File: src/rtl/microtile_arb_pkg.sv
// Shared types and defaults for the microtile output arbiter.
package microtile_arb_pkg;

  typedef enum logic [1:0] {
    ST_IDLE  = 2'd0,
    ST_GRANT = 2'd1,
    ST_GAP   = 2'd2
  } arb_state_e;

  localparam int GAP_CYCLES_DEF = 1;
  localparam int MAX_HOLD_DEF   = 16;

  // Gap counter width covers GAP_CYCLES up to 15.
  localparam int GAP_CNT_W = 4;

endpackage

File: src/rtl/microtile_out_arbiter_if.sv
// Bus between the microtile outputs and the shared uo_out pad arbiter.
//
// Handshake: req[i] is a level request owned by tile i. gnt[i] high means
// tile i owns the pads; the tile keeps req[i] high for as long as it wants
// them and drops req[i] for at least one cycle to release. There is no
// per-beat ready: while granted, req_data[8i+7:8i] is taken every cycle.
// state is a read-only view of the arbiter FSM for debug and checkers.
interface microtile_out_arbiter_if #(
  parameter int NUM_REQ = 4
);
  import microtile_arb_pkg::*;

  localparam int ID_W = $clog2(NUM_REQ);

  logic                 ena;
  logic [NUM_REQ-1:0]   req;
  logic [8*NUM_REQ-1:0] req_data;
  logic [NUM_REQ-1:0]   gnt;
  logic [ID_W-1:0]      gnt_id;
  logic                 busy;
  logic [7:0]           uo_out;
  arb_state_e           state;

  // Tile / wrapper side.
  modport master (
    output ena, req, req_data,
    input  gnt, gnt_id, busy, uo_out, state
  );

  // Arbiter side.
  modport slave (
    input  ena, req, req_data,
    output gnt, gnt_id, busy, uo_out, state
  );

endinterface

File: src/rtl/microtile_out_arbiter_rr_pick.sv
// Combinational round-robin picker: first set request bit searching upward
// from ptr+1, wrapping modulo NUM_REQ. ptr itself is checked last.
module rr_pick #(
  parameter  int NUM_REQ = 4,
  localparam int ID_W    = $clog2(NUM_REQ)
) (
  input  logic [NUM_REQ-1:0] req,
  input  logic [ID_W-1:0]    ptr,
  output logic [NUM_REQ-1:0] onehot,
  output logic [ID_W-1:0]    idx,
  output logic               found
);

  logic [ID_W-1:0] cand;

  // Scan candidates in priority order and keep the first requester.
  always_comb begin
    onehot = '0;
    idx    = '0;
    found  = 1'b0;
    cand   = '0;
    for (int k = 1; k <= NUM_REQ; k++) begin
      cand = ID_W'((int'(ptr) + k) % NUM_REQ);
      if (!found && req[cand]) begin
        found        = 1'b1;
        idx          = cand;
        onehot[cand] = 1'b1;
      end
    end
  end

endmodule

File: src/rtl/microtile_out_arbiter.sv
// Round-robin owner arbiter for the shared 8-bit uo_out pad bus.
// One tile owns the pads at a time; its byte reaches uo_out through one
// register stage. A GAP_CYCLES idle gap follows every release.
// Optional feature macro: MICROTILE_ARB_TIMEOUT_EN (grant length limited
// to MAX_HOLD cycles; a forcibly released tile is masked until it drops req).
module microtile_out_arbiter
  import microtile_arb_pkg::*;
#(
  parameter int NUM_REQ    = 4,
  parameter int GAP_CYCLES = GAP_CYCLES_DEF,
  parameter int MAX_HOLD   = MAX_HOLD_DEF
) (
  input logic                    clk,
  input logic                    rst_n,
  microtile_out_arbiter_if.slave bus
);

  localparam int ID_W = $clog2(NUM_REQ);
  // The gap counter is loaded with GAP_CYCLES-1 and exits GAP at zero.
  localparam logic [GAP_CNT_W-1:0] GAP_LOAD =
    (GAP_CYCLES == 0) ? '0 : GAP_CNT_W'(GAP_CYCLES - 1);

  arb_state_e             state, state_nxt;
  logic [NUM_REQ-1:0]     gnt_q, gnt_nxt;
  logic [ID_W-1:0]        id_q, id_nxt;
  logic                   busy_q, busy_nxt;
  logic [7:0]             uo_q, uo_nxt;
  logic [ID_W-1:0]        last_q, last_nxt;
  logic [GAP_CNT_W-1:0]   gap_q, gap_nxt;

  logic [7:0]             data_arr [NUM_REQ];
  logic [NUM_REQ-1:0]     req_elig;
  logic [NUM_REQ-1:0]     pick_onehot;
  logic [ID_W-1:0]        pick_idx;
  logic                   pick_found;
  logic                   owner_held;
  logic                   timeout;

`ifdef MICROTILE_ARB_TIMEOUT_EN
  localparam int HOLD_W = $clog2(MAX_HOLD + 1);
  logic [HOLD_W-1:0]  hold_q, hold_nxt;
  logic [NUM_REQ-1:0] mask_q, mask_nxt;

  assign req_elig = bus.req & ~mask_q;
  assign timeout  = (hold_q == HOLD_W'(MAX_HOLD - 1));
`else
  assign req_elig = bus.req;
  assign timeout  = 1'b0;
`endif

  // Unpack the flat per-tile byte bus for indexed selection.
  always_comb begin
    for (int i = 0; i < NUM_REQ; i++) begin
      data_arr[i] = bus.req_data[8*i +: 8];
    end
  end

  assign owner_held = bus.req[id_q];

  rr_pick #(.NUM_REQ(NUM_REQ)) u_pick (
    .req    (req_elig),
    .ptr    (last_q),
    .onehot (pick_onehot),
    .idx    (pick_idx),
    .found  (pick_found)
  );

  // Next-state and next-output logic; uo_out only carries data while the
  // owner keeps the grant, so a release edge already shows 0.
  always_comb begin
    state_nxt = state;
    gnt_nxt   = gnt_q;
    id_nxt    = id_q;
    busy_nxt  = busy_q;
    uo_nxt    = 8'd0;
    last_nxt  = last_q;
    gap_nxt   = gap_q;
`ifdef MICROTILE_ARB_TIMEOUT_EN
    hold_nxt  = hold_q;
    // A masked tile becomes eligible again once it has dropped req.
    mask_nxt  = mask_q & bus.req;
`endif
    case (state)
      ST_IDLE: begin
        if (bus.ena && pick_found) begin
          state_nxt = ST_GRANT;
          gnt_nxt   = pick_onehot;
          id_nxt    = pick_idx;
          busy_nxt  = 1'b1;
          last_nxt  = pick_idx;
`ifdef MICROTILE_ARB_TIMEOUT_EN
          hold_nxt  = '0;
`endif
        end
      end
      ST_GRANT: begin
        if (!owner_held || !bus.ena || timeout) begin
          state_nxt = (GAP_CYCLES == 0) ? ST_IDLE : ST_GAP;
          gnt_nxt   = '0;
          busy_nxt  = 1'b0;
          gap_nxt   = GAP_LOAD;
`ifdef MICROTILE_ARB_TIMEOUT_EN
          if (timeout && owner_held) begin
            mask_nxt[id_q] = 1'b1;
          end
`endif
        end else begin
          uo_nxt = data_arr[id_q];
`ifdef MICROTILE_ARB_TIMEOUT_EN
          hold_nxt = hold_q + HOLD_W'(1);
`endif
        end
      end
      ST_GAP: begin
        if (gap_q == '0) begin
          state_nxt = ST_IDLE;
        end else begin
          gap_nxt = gap_q - GAP_CNT_W'(1);
        end
      end
      default: begin
        state_nxt = ST_IDLE;
      end
    endcase
  end

  // State, counters and the registered output stage.
  always_ff @(posedge clk or negedge rst_n) begin
    if (!rst_n) begin
      state  <= ST_IDLE;
      gnt_q  <= '0;
      id_q   <= '0;
      busy_q <= 1'b0;
      uo_q   <= 8'd0;
      last_q <= ID_W'(NUM_REQ - 1);
      gap_q  <= '0;
`ifdef MICROTILE_ARB_TIMEOUT_EN
      hold_q <= '0;
      mask_q <= '0;
`endif
    end else begin
      state  <= state_nxt;
      gnt_q  <= gnt_nxt;
      id_q   <= id_nxt;
      busy_q <= busy_nxt;
      uo_q   <= uo_nxt;
      last_q <= last_nxt;
      gap_q  <= gap_nxt;
`ifdef MICROTILE_ARB_TIMEOUT_EN
      hold_q <= hold_nxt;
      mask_q <= mask_nxt;
`endif
    end
  end

  assign bus.gnt    = gnt_q;
  assign bus.gnt_id = id_q;
  assign bus.busy   = busy_q;
  assign bus.uo_out = uo_q;
  assign bus.state  = state;

endmodule

File: src/flat_wrapper.sv
// flat-port wrapper written by rule: the top's interface ports become plain ports
module microtile_out_arbiter_flat import microtile_arb_pkg::*;
#(
  parameter int NUM_REQ    = 4,
  parameter int GAP_CYCLES = GAP_CYCLES_DEF,
  parameter int MAX_HOLD   = MAX_HOLD_DEF
)
  (clk, rst_n, bus_ena, bus_req, bus_req_data, bus_gnt, bus_gnt_id, bus_busy, bus_uo_out, bus_state);
  microtile_out_arbiter_if #(.NUM_REQ(NUM_REQ)) bus_i ();
  input logic clk;
  input logic rst_n;
  input wire logic [$bits(bus_i.ena)-1:0] bus_ena;
  input wire logic [$bits(bus_i.req)-1:0] bus_req;
  input wire logic [$bits(bus_i.req_data)-1:0] bus_req_data;
  output wire logic [$bits(bus_i.gnt)-1:0] bus_gnt;
  output wire logic [$bits(bus_i.gnt_id)-1:0] bus_gnt_id;
  output wire logic [$bits(bus_i.busy)-1:0] bus_busy;
  output wire logic [$bits(bus_i.uo_out)-1:0] bus_uo_out;
  output wire logic [$bits(bus_i.state)-1:0] bus_state;
  assign bus_i.ena = bus_ena;
  assign bus_i.req = bus_req;
  assign bus_i.req_data = bus_req_data;
  assign bus_gnt = bus_i.gnt;
  assign bus_gnt_id = bus_i.gnt_id;
  assign bus_busy = bus_i.busy;
  assign bus_uo_out = bus_i.uo_out;
  assign bus_state = bus_i.state;
  microtile_out_arbiter #(.NUM_REQ(NUM_REQ), .GAP_CYCLES(GAP_CYCLES), .MAX_HOLD(MAX_HOLD)) u_core (.clk(clk), .rst_n(rst_n), .bus(bus_i));
endmodule
File: config.mk
export PLATFORM = sky130hd
export DESIGN_NAME = microtile_out_arbiter_flat
export DESIGN_NICKNAME = d
export VERILOG_FILES = /design/src/rtl/microtile_arb_pkg.sv /design/src/rtl/microtile_out_arbiter_if.sv /design/src/rtl/microtile_out_arbiter_rr_pick.sv /design/src/rtl/microtile_out_arbiter.sv /design/src/flat_wrapper.sv
export SDC_FILE = /design/constraint.sdc
export NUM_CORES = 1
export LEC_CHECK = 0
export BUFFER_PORTS_ARGS = -buffer_cell sky130_fd_sc_hd__buf_2
export CAP_MARGIN = 20
export CORE_ASPECT_RATIO = 0.5
export CORE_UTILIZATION = 51
export DETAILED_ROUTE_END_ITERATION = 7
export PLACE_DENSITY = 0.8
export SLEW_MARGIN = 10
export SYNTH_ARGS = -nofsm -noshare
export SYNTH_HDL_FRONTEND = slang
export SYNTH_SLANG_ARGS = --single-unit
File: constraint.sdc
create_clock -name clk -period 3.45 [get_ports clk]
set_input_delay 0.1725 -clock clk [delete_from_list [all_inputs] [get_ports clk]]
set_output_delay 0.1725 -clock clk [all_outputs]
set_load 0.02 [all_outputs]
======== Yosys cells after proc, flatten, opt, wreduce, memory -nomap -nowiden ========
Index checks and enable logic that the tools add are counted.
word-level totals
  input port bits ......................... 39
  word-level logic and storage cells ...... 101
  register bits after elaboration ......... 23
operators by class
  add/subtract/negate cells ............... 5
  order comparisons ....................... 10
  equality and inequality tests ........... 6
  bitwise logic cells ..................... 4
  reductions and logical operators ........ 22
  mux-type cells .......................... 47
operator list
  cell                 number
  $mux 8               4
  $mux 4               7
  $bmux 8 s2           1
  $pmux 4 s2           2
  $lt 2x3->1 const B   5
  $mux 1               15
  $mux 2               7
  $or 4x4->4           3
  $bmux 1 s2           5
  $reduce_and 3->1     3
  $demux 1 s2          4
  $ge 2x1->1 const B   4
  $logic_and 1x1->1    8
  $ne 2x1->1 const B   3
  $pmux 2 s3           1
  $logic_not 1->1      5
  $add 2x1->2 const B  2
  $add 2x2->2 const B  2
  $logic_not 4->1      1
  $reduce_bool 2->1    2
  $sub 4x1->4 const B  1
  $ge 3x3->1 const B   1
  $not 2->3            1
  $eq 2x1->1 const B   1
  6 further kinds      6

======== Depth between registers and ports, before layout ========
  depth in word-level cells ............... 16
  depth in mapped cells ................... 9
  gate-level depth less buffers ........... 7

======== Modules after synthesis ========
From an unflattened synthesis, not the netlist that was laid out.
unflattened totals
  cells, all modules ...................... 199
  area total of the unflattened synthesis .. 1995.7 um2
by module, submodules not included
  module                 area each (um2)  cells each  seq. area each (um2)  instances
  microtile_out_arbiter  1366.3           113         578.1                 1
  rr_pick                629.4            86          0.0                   1

======== Worst setup path after synthesis ========
OpenSTA, ideal clock, no wires.
  kind .................................... flip-flop to flip-flop
  start point ............................. register u_core.last_q[1]
  end point ............................... register u_core.gnt_q[0] (netlist: u_core.bus.gnt[0])
  library setup time ...................... 0.126 ns
  arrival ................................. 2.277 ns
  slack ................................... 1.047 ns
  path buffers ............................ 1
  data required time ...................... 3.324 ns
  stages on the path, launching flop included .. 9
  cell sequence ........................... dfstp_2 -> buf_2 -> inv_1 -> ha_1 -> mux4_2 -> nand2_1 -> o21a_1 -> a21oi_1 -> a221o_1
between the ends
  longest elaborated chain between the ends .. 16
  elaborated cells between the ends (all ways) .. 54
  classes of those cells .................. 4 x add/sub; 8 x order compare; 1 x eq/ne; 26 x mux; 3 x bitwise; 12 x reduce/logical
ends and longest elaborated chain
  what                                                                 RTL line                      source
  start: declaration                                                   microtile_out_arbiter.sv:28   logic [ID_W-1:0] last_q, last_nxt;
  start signal: assignment                                             microtile_out_arbiter.sv:135  last_q <= ID_W'(NUM_REQ - 1);
  start signal: assignment                                             microtile_out_arbiter.sv:147  last_q <= last_nxt;
  parallel branches: the longest is 16 deep, another holds $lt 2x3->1  -
  end signal: assignment                                               microtile_out_arbiter.sv:143  gnt_q <= gnt_nxt;
  end: declaration                                                     microtile_out_arbiter.sv:24   logic [NUM_REQ-1:0] gnt_q, gnt_nxt;
Several ways; the timed one is not identified. The select of a mux whose other input is x is not followed.
A chain may end at the register's enable or synchronous reset.

======== Worst setup path in the final report ========
  start point ............................. register u_core.last_q[1]
  end point ............................... register u_core.gnt_q[3] (netlist: u_core.bus.gnt[3])
Same word-level chain as after synthesis.

==> reports/metrics.yaml <==
pwr-share-comb_pct: 56.1
grt_usage_pct: 22.7
slew_violations: 0
rows: 14
ios: 56
crit_required_ns: 3.60
reg2reg_to: "u_core.bus.gnt[3]$_DFFE_PN0P_"
drtPass1Iterations: 4
p_int_uw: 823
area_growth_pct: 17.6
power.leakage_uw: 0.000981
pwr-share-seq_pct: 32.4
r2r_start: "u_core.last_q[1]$_DFFE_PN1P_"
synth-compound-area-share_pct: 20.3
regArea_um2: 578
yosys.area.top_type_share_pct: 29.5
cts_buffers: 3
wire_per_inst_um: 15.0
grt_pass1_vias: 1516
synth.distinct_cells: 47
netlist_instances: 170
synth_area_mm2: 0.00178
cts_setup_buffers: 0
post-route-period-util_pct: 79.7
synth.most_common_cell: "dfrtp_1"
fin_setup_tns_ns: 0
synth_area_per_cell_um2: 10.5
vias: 1503
core_area_mm2: 0.00315
crit_path_end_kind: "flip-flop"
synth_edf_count: 0
path_class: "flip-flop to flip-flop"
synth_xor_area_share_pct: 0
n_fill_cell: 265
fmax_ghz: 0.364
worst_slew_pin_slew_ns: 0.610
skew_ns: 0.00178
synth_simple_gate_area_share_pct: 17.3
grt_pass1_wl_um: 6690
ant_nets: 0
cp_max_fo: 13
drive_gt1_share_pct: 37.0
cp-endpoint: "u_core.bus.gnt[3]$_DFFE_PN0P_"
async_reset_ff_share_pct: 100
synthAdderAreaFrac_pct: 8.43
ir_worst_vdd_mv: 0.304
cts_tree: "built"
cp-start-kind: "flip-flop"
die_area_mm2: 0.00375
drv_cap: 0
synth.net_count: 221
path_clk_slew_ns: 0.08
rrSetupSlack_ns: 0.70
sw_frac_of_total_pct: 44.1
setup_viol: 0
vias_per_cell: 5.80
yosys_most_used_dff: "dfrtp_1"
antenna_found_initial: 0
reg2reg_depth: 7
nNetsFinal: 271
hpwl_um: 2960
cts_sinks: 23
drc: 0
yosys_warnings: 0
finalWorstPathRequiredPeriod_ns: 2.75
gp_congestion: 0.866
initial_utilization_pct: 56.5
ys_top_cells_by_area: "dfrtp_1 (29%), mux4_2 (13%), ha_1 (8.4%)"
synth_commonest_cells: "dfrtp_1 (21), nand2_1 (15), ha_1 (12), mux4_2 (10), nor2b_1 (10)"
multi_input_area_mm2: 0.00111
die_w_um: 85.6
grt_max_degree: 24
worstPathArrival_ns: 2.90
root_buffer: "clkbuf_8"
cts_max_level: 1
clock_power_share_pct: 11.5
rsz0062_at_grt: "false"
routed_wl_um: 3880
cts_buffer_depth: 2
crit_start: "u_core.last_q[1]$_DFFE_PN1P_"
die_h_um: 43.8
synth_top_family_by_area: "compound AO/OA/AOI/OAI gates"
switchingPower_uw: 649
cts_hold_buf: 1
drt_iter0_drc: 54
hold_viol: 0
power_density_mw_per_mm2: 703
outcome: "finished clean"
clk_latency_ns: 0.26
min_path_type: "primary input to flip-flop"
slew_headroom_pct: 59.4
seq_area_frac_synth_pct: 32.4
port_buffers: 55
synth_mux_area_share_pct: 16.2
p_total_uw: 1470
n_antenna_cell: 0
yosysTopAreaCell: "dfrtp_1"
ctsResizeCount: 0
overflow: 0
yosys_register_bits: 23
## routing by layer
| layer | global-route usage, % | share of wire, % |
|---|---|---|
| met2 | 44.2 | 51 |
| met1 | 26.9 | 45 |
| met4 | 6.67 | 0.39 |
| met3 | 3.05 | 3.5 |
| met5 | 0 | 0 |
## cell families (layout without fill, tap and decap cells)
logic type	count (synthesis)	after routing
multiplexers	16	16
buffers and inverters	18	67
flip-flops	23	23
AND/OR/NAND/NOR	53	53
adder cells (fa/ha/maj)	12	12
AO/OA/AOI/OAI	48	48
## power groups by stage
stage | logic (µW) | registers, µW | clock network [µW]
finish | 826 | 477 | 170
global route | 911 | 497 | 184
CTS | 825 | 479 | 175
detailed placement | 821 | 484 | 0
global placement | 798 | 476 | 0
floorplan | 667 | 464 | 0
## critical path, stage by stage (launching register included)
cell and delay [ns]:
dfstp_2 0.71, inv_1 0.20, ha_1 0.54, mux4_2 0.64, nand2_1 0.10, o21a_1 0.12, a21oi_1 0.06, a221o_1 0.26
## how the worst min path moves through the flow
| stage | slack, ns | cells past startpoint | start | to |
|---|---|---|---|---|
| after global placement | 0.16 | 1 | rst_n | u_core.bus.gnt_id[0]$_DFFE_PN0P_ |
| after floorplan | -0.12 | 0 | rst_n | u_core.bus.busy$_DFFE_PN0P_ |
| after global routing | 0.36 | 3 | bus_req_data[17] | u_core.bus.uo_out[1]$_DFF_PN0_ |
| after detailed placement | 0.18 | 1 | rst_n | u_core.bus.gnt_id[0]$_DFFE_PN0P_ |
| final | 0.34 | 3 | bus_req_data[22] | u_core.bus.uo_out[6]$_DFF_PN0_ |
| after CTS | 0.33 | 3 | bus_req_data[22] | u_core.bus.uo_out[6]$_DFF_PN0_ |
## cell usage in the layout (no fill, tap or decap), types with 3 or more instances in the layout
cell      synthesis  final
ha_1             12     12
mux2i_1           3      3
or3b_1            3      3
mux2_2            3      3
buf_2             4     55
inv_1             7      7
dfrtp_1          21     21
o31ai_1           3      3
nand3b_1          3      3
o21ai_0           9      9
nor2_1            4      4
nor2b_1          10     10
o21a_1            6      6
nand2_1          15     15
a221o_1           4      4
mux4_2           10     10
a21oi_1           9      9
clkbuf_8          0      3
nor3b_1           4      4
## through the flow
step                      instances  cell area (µm²)  hold WS [ns]  utilization (%)  setup slack [ns]
after floorplan                 170             1780        -0.123                -              1.05
after global placement          254             2040         0.164             64.7             0.799
after detailed placement        254             2040         0.178             64.7             0.725
after CTS                       259             2100         0.335             66.5             0.709
after global routing            259             2100         0.362             66.5             0.543
final                           259             2100         0.339             66.5             0.700
## flip-flops by register name, summed over array words and instances (netlist names)
register / cells
u_core.bus.gnt_id: 2
u_core.gap_q: 4
u_core.bus.state: 2
u_core.bus.busy: 1
u_core.bus.uo_out: 8
u_core.bus.gnt: 4
u_core.last_q: 2
## area by class of cell
class,count,share of cell area (%)
Tap cell,40,2.39
Clock inverter,1,0.239
Sequential cell,23,27.6
Multi-Input combinational cell,129,53.0
Inverter,7,1.25
Timing Repair Buffer,56,13.6
Clock buffer,3,1.97
Power figures use the tool's default switching activity.
